`config.mk`:
```
export PLATFORM = sky130hd
export DESIGN_NAME = morph_window_sched
export DESIGN_NICKNAME = d
export VERILOG_FILES = /design/src/rtl/morph_window_sched.sv
export SDC_FILE = /design/constraint.sdc
export NUM_CORES = 2
export LEC_CHECK = 0
export BUFFER_PORTS_ARGS = -buffer_cell sky130_fd_sc_hd__buf_2
export CORE_AREA = 10 10 550 498
export DETAILED_ROUTE_END_ITERATION = 8
export DIE_AREA = 0 0 560 508
export HOLD_SLACK_MARGIN = 0.05
export PLACE_DENSITY = 0.79
export SYNTH_ARGS = -nofsm -noshare
export SYNTH_HDL_FRONTEND = slang
export SYNTH_SLANG_ARGS = --single-unit
```
`constraint.sdc`:
```
create_clock -name clk -period 7.7 [get_ports clk]
set_input_delay 0.385 -clock clk [delete_from_list [all_inputs] [get_ports clk]]
set_output_delay 0.385 -clock clk [all_outputs]
set_load 0.02 [all_outputs]
```
`src/rtl/morph_window_sched.sv`:
```
// morph_window_sched
// Frame sequencer for the 3x3 morphological window kernels. It takes a
// raster pixel stream and keeps the two previous rows in line buffers. On
// every beat it drives the three row taps of one window column, plus a
// valid strobe. The top and bottom image borders are filled with PAD_VAL.
// One idle cycle is inserted between rows, and a done pulse marks the end
// of each frame.
//
// Ports
//   clk          clock
//   rst_n        asynchronous active-low reset
//   i_start      one-cycle frame start, ignored while busy
//   i_pix_valid  i_pix_data holds a valid pixel
//   i_pix_data   raster pixel, row-major
//   o_pix_ready  a pixel is consumed this cycle when i_pix_valid is high
//   o_row_top    window row above the center (kernel din1)
//   o_row_mid    center row (kernel din2)
//   o_row_bot    window row below the center (kernel din3)
//   o_win_valid  taps are valid this cycle (kernel valid_in)
//   o_busy       frame in progress
//   o_done       one-cycle pulse after the last window beat
module morph_window_sched #(
  parameter int             PIC_WIDTH  = 250,
  parameter int             PIC_HEIGHT = 250,
  parameter int             DW         = 8,
  parameter logic [DW-1:0]  PAD_VAL    = {DW{1'b1}}
) (
  input  logic          clk,
  input  logic          rst_n,
  input  logic          i_start,
  input  logic          i_pix_valid,
  input  logic [DW-1:0] i_pix_data,
  output logic          o_pix_ready,
  output logic [DW-1:0] o_row_top,
  output logic [DW-1:0] o_row_mid,
  output logic [DW-1:0] o_row_bot,
  output logic          o_win_valid,
  output logic          o_busy,
  output logic          o_done
);

  localparam int CW = (PIC_WIDTH  > 1) ? $clog2(PIC_WIDTH)  : 1;
  localparam int RW = (PIC_HEIGHT > 1) ? $clog2(PIC_HEIGHT) : 1;
  localparam logic [CW-1:0] COL_LAST = CW'(PIC_WIDTH - 1);
  localparam logic [RW-1:0] ROW_LAST = RW'(PIC_HEIGHT - 1);
  localparam logic [RW-1:0] ROW_ONE  = RW'(1);

  typedef enum logic [2:0] {
    S_IDLE, S_FILL, S_RUN, S_GAP, S_FLUSH, S_DONE
  } state_t;

  state_t        r_state, w_state_next;
  logic [CW-1:0] r_col, w_col_next;
  logic [RW-1:0] r_row, w_row_next;

  logic [DW-1:0] r_row_top, r_row_mid, r_row_bot;
  logic          r_win_valid;
  logic          r_done;

  // lb0 holds row r-1 and lb1 holds row r-2, both indexed by column.
  logic [DW-1:0] r_lb0 [PIC_WIDTH];
  logic [DW-1:0] r_lb1 [PIC_WIDTH];
  logic [DW-1:0] w_lb0_rd, w_lb1_rd;

  logic          w_accept, w_col_last;
  logic          w_tap_load;
  logic [DW-1:0] w_top_next, w_mid_next, w_bot_next;
  logic          w_lb0_we, w_lb1_we;

  assign o_pix_ready = (r_state == S_FILL) || (r_state == S_RUN);
  assign w_accept    = i_pix_valid && o_pix_ready;
  assign w_col_last  = (r_col == COL_LAST);
  assign w_lb0_rd    = r_lb0[r_col];
  assign w_lb1_rd    = r_lb1[r_col];

  always_comb begin
    w_state_next = r_state;
    w_col_next   = r_col;
    w_row_next   = r_row;
    w_tap_load   = 1'b0;
    w_top_next   = w_lb1_rd;
    w_mid_next   = w_lb0_rd;
    w_bot_next   = i_pix_data;
    w_lb0_we     = 1'b0;
    w_lb1_we     = 1'b0;
    case (r_state)
      S_IDLE: begin
        if (i_start) begin
          w_state_next = S_FILL;
          w_col_next   = '0;
          w_row_next   = '0;
        end
      end
      S_FILL: begin
        if (w_accept) begin
          w_lb0_we = 1'b1;
          if (w_col_last) begin
            w_col_next   = '0;
            w_row_next   = ROW_ONE;
            w_state_next = S_RUN;
          end else begin
            w_col_next = r_col + 1'b1;
          end
        end
      end
      S_RUN: begin
        if (w_accept) begin
          w_tap_load = 1'b1;
          // The first RUN row has no row above it, so the top tap is border.
          if (r_row == ROW_ONE) w_top_next = PAD_VAL;
          // Shift the column down one row: lb0 into lb1, new pixel into lb0.
          w_lb0_we = 1'b1;
          w_lb1_we = 1'b1;
          if (w_col_last) begin
            w_col_next   = '0;
            w_state_next = S_GAP;
          end else begin
            w_col_next = r_col + 1'b1;
          end
        end
      end
      S_GAP: begin
        // One idle cycle so the kernel's column counter can wrap.
        if (r_row == ROW_LAST) begin
          w_state_next = S_FLUSH;
        end else begin
          w_row_next   = r_row + 1'b1;
          w_state_next = S_RUN;
        end
      end
      S_FLUSH: begin
        // Emit the last image row as center with a border row below it.
        // No input is needed here.
        w_tap_load = 1'b1;
        if (PIC_HEIGHT == 2) w_top_next = PAD_VAL;
        w_bot_next = PAD_VAL;
        if (w_col_last) begin
          w_col_next   = '0;
          w_state_next = S_DONE;
        end else begin
          w_col_next = r_col + 1'b1;
        end
      end
      S_DONE: begin
        w_state_next = S_IDLE;
      end
      default: begin
        w_state_next = S_IDLE;
      end
    endcase
  end

  always_ff @(posedge clk or negedge rst_n) begin
    if (!rst_n) begin
      r_state     <= S_IDLE;
      r_col       <= '0;
      r_row       <= '0;
      r_row_top   <= '0;
      r_row_mid   <= '0;
      r_row_bot   <= '0;
      r_win_valid <= 1'b0;
      r_done      <= 1'b0;
    end else begin
      r_state     <= w_state_next;
      r_col       <= w_col_next;
      r_row       <= w_row_next;
      r_win_valid <= w_tap_load;
      // The DONE cycle carries the last window beat. Registering the pulse
      // makes done land one cycle after that beat.
      r_done      <= (r_state == S_DONE);
      if (w_tap_load) begin
        r_row_top <= w_top_next;
        r_row_mid <= w_mid_next;
        r_row_bot <= w_bot_next;
      end
    end
  end

  // Line buffers are not reset: stale contents are always overwritten by
  // FILL and RUN before they are read. This keeps them mappable to RAM.
  always_ff @(posedge clk) begin
    if (w_lb0_we) r_lb0[r_col] <= i_pix_data;
    if (w_lb1_we) r_lb1[r_col] <= w_lb0_rd;
  end

  assign o_row_top   = r_row_top;
  assign o_row_mid   = r_row_mid;
  assign o_row_bot   = r_row_bot;
  assign o_win_valid = r_win_valid;
  assign o_busy      = (r_state != S_IDLE);
  assign o_done      = r_done;

endmodule

```
==> impl_metrics.py <==
metrics = {
    "synthesis": {
        "synth-seq-area-share_pct": 77.4,
        "netlist-cell-type-count": 67,
        "synth_seq_cells": 4045,
        "synth_top_area_cell": "edfxtp_1",
        "yosysWarnings": 0,
        "syn_inst": 7128,
        "avgSynthCellArea_um2": 22.0,
        "synth_fp_nets": 7146,
        "synth_edf_count": 4000,
        "ys.flop_type": "edfxtp_1",
        "synthesis.area_um2": 157000,
        "async_flop_share_pct": 1.11,
        "synthTopCellsByArea": "edfxtp_1 77%, mux4_2 15%, mux2i_1 1.5%",
        "synth_top_cell_area_share_pct": 76.6,
    },
    "timing": {
        "finalHoldViolations": 0,
        "worstMarginPinSlew_ps": 1580,
        "grt_setup_unrepaired": "no",
        "holdWs_ps": 187,
        "slew_violations": 9,
        "maxSlewHeadroom_pct": -6.47,
        "finClkSkew_ps": 87.4,
        "fmax_mhz": 146,
        "setup_viol": 0,
        "fin_crit_ps": 6860,
        "fin_crit_sh_pct": 89.1,
        "finalSetupTns_ps": 0,
    },
    "clock_tree": {
        "clock_path_buffers": 4,
        "postCtsSetupBuffers": 0,
        "holdBufCountCts": 9,
        "clkSinkCount": 4045,
        "cts-root-buf": "clkbuf_16",
        "cts_max_level": 5,
        "cts_made_buffers": 392,
        "post_cts_resized": 0,
        "insertion_delay_ps": 1030,
        "cts_tree": "done",
        "clk_pin_slew_ps": 70,
    },
    "drt": {
        "ant_nets": 0,
        "vias": 83100,
        "totalWireLength_um": 452000,
        "wl_per_cell_um": 40.4,
        "drt_iter0_drc": 16200,
        "drcViolationCount": 3,
        "dr.pass1.iters": 9,
        "vias_per_cell": 7.43,
    },
    "run": {
        "maxCapViolCount": 3,
    },
    "global_routing": {
        "grt_first_pass_wirelength_um": 634000,
        "track_usage_pct": 31.3,
        "gr-total-overflow": 0,
        "grt_max_degree": 251,
        "grt_pass1_vias": 81300,
        "antenna_found_initial": 36,
    },
    "floorplan": {
        "die_w_um": 560,
        "core-area_um2": 263000,
        "num_rows": 179,
        "ioPinCount": 40,
        "initial_core_util_pct": 59.7,
        "die-area_um2": 284000,
        "chipHeight_um": 508,
    },
    "worst_setup_path": {
        "crit_chain": "buf_4, mux4_2, mux2i_1, o22ai_1, nor3_1, nand4_1, or4_4, buf_12",
        "regToRegStartpoint": "r_col[0]",
        "r2r_cells": 8,
        "cpMaxStageDelayCell": "dfrtp_4",
        "endpoint_kind": "register",
        "worst_setup_path_start_kind": "register",
        "path_buf_inv": 2,
        "critPathTopFamily": "simple AND/OR/NAND/NOR gates",
        "critPathKind": "register to register",
        "crit_fanout": 206,
        "slowest_delay_ps": 1150,
        "cp.depth": 8,
        "crit_start": "r_col[0]",
        "arrival_ps": 7400,
        "regToRegSetupSlack_ps": 840,
        "critPathRequiredTime_ps": 8240,
    },
    "finish": {
        "final_common_cell": "edfxtp_1",
        "syn_to_final_growth_pct": 10.7,
        "fin_area_um2": 174000,
        "mostFrequentLayoutCells": "4000 x edfxtp_1, 1048 x mux4_2, 568 x nor2_1, 396 x clkbuf_16, 235 x mux2i_1",
        "final_nets": 7345,
        "layout-drive-gt1-share_pct": 24.7,
    },
    "power_and_ir_drop": {
        "ir_drop_uv": 607,
        "power_density_nw_per_um2": 356,
        "p_leak_uw": 0.0527,
        "power_uw": 61700,
    },
    "place": {
        "dpl_cell_area_um2": 161000,
        "dp_hpwl_um": 252000,
        "finalWeightedCongestion": 0.947,
        "port_buffers": 39,
    },
    "hold_path": {
        "hold_path.class": "input port to register",
        "holdPathStages": 5,
        "hold_start": "i_start",
    },
    "run_status": {
        "violations": "design-rule violations, max-capacitance violations, max-slew violations",
        "outcome": "finished, violations left",
    },
}
-- routing by layer --
| metal | track usage, % | wire (µm) |
|---|---|---|
| met5 | 0.433 | 272 |
| met4 | 17.1 | 31500 |
| met3 | 11.9 | 72500 |
| met2 | 45.6 | 201000 |
| met1 | 41.3 | 146000 |
-- registers in the layout, indices dropped and copies added, names as in the netlist --
signal and cells:
o_row_bot 8, o_done 1, o_row_top 8, r_col 8, r_state 3, r_lb1 2000
o_row_mid 8, r_row 8, r_lb0 2000, o_win_valid 1
-- path summary, 6_finish.rpt --
check                                     end
worst max-delay path            r_lb1[156][1]
worst min-delay path                 r_col[2]
worst max register to register  r_lb1[156][1]
worst min register to register   o_row_bot[4]
max in group asynchronous        o_row_mid[1]
min in group asynchronous        o_row_mid[0]
-- where the power goes --
group | switching, µW | internal [µW]
Clock | 8280 | 10500
Combinational | 10500 | 4660
Sequential | 238 | 27500
-- per-stage QoR --
stage                     setup slack (ps)  cells  utilization, %
final                                  838  11200            66.0
after detailed placement              1500  10500            61.3
after floorplan                       1170   7128               -
after global placement                1620  10500            61.3
after CTS                             1390  11200            66.0
after global routing                  1000  11200            66.0
-- area by class of cell --
type                            count  area [µm²]
Antenna cell                       28        70.1
Clock buffer                      497       10400
Clock inverter                    200        1810
Fill cell                       15200       89200
Inverter                            7        26.3
Multi-Input combinational cell   2656       33500
Sequential cell                  4045      121000
Tap cell                         3529        4420
Timing Repair Buffer              225        2050
-- Yosys cell counts, types with 7 or more instances --
master / count
edfxtp_1: 4000
mux4_2: 1048
nor2_1: 570
mux2i_1: 235
clkbuf_1: 179
nand2_1: 137
buf_2: 99
o22ai_1: 93
a22oi_1: 91
a21oi_1: 58
buf_4: 56
nand3_1: 54
buf_1: 50
dfrtp_1: 45
buf_6: 36
mux2_2: 34
nor3_1: 30
nor2b_1: 29
a22o_1: 26
a211oi_1: 25
o21ai_0: 24
a221oi_1: 20
nand2b_1: 17
nor4_1: 17
nand4_1: 11
a31oi_1: 10
xor2_1: 9
inv_1: 7
or3_1: 7
-- worst min-delay path, stage by stage --
cell     delay [ps]
buf_2           240
o21a_1          180
o21ai_0         120
xor2_1          180
nor2_1           50
-- cell families after synthesis --
logic type,share of synthesized area [%]
AOI/OAI and AO/OA,1.82
xor gates and xnor gates,0.0615
adders and majority gates,0.0479
buffers and inverters,1.41
DFF,77.4
muxes,16.8
and+or+nand+nor,2.49
Note: power is estimated with default switching activity, not from simulation.
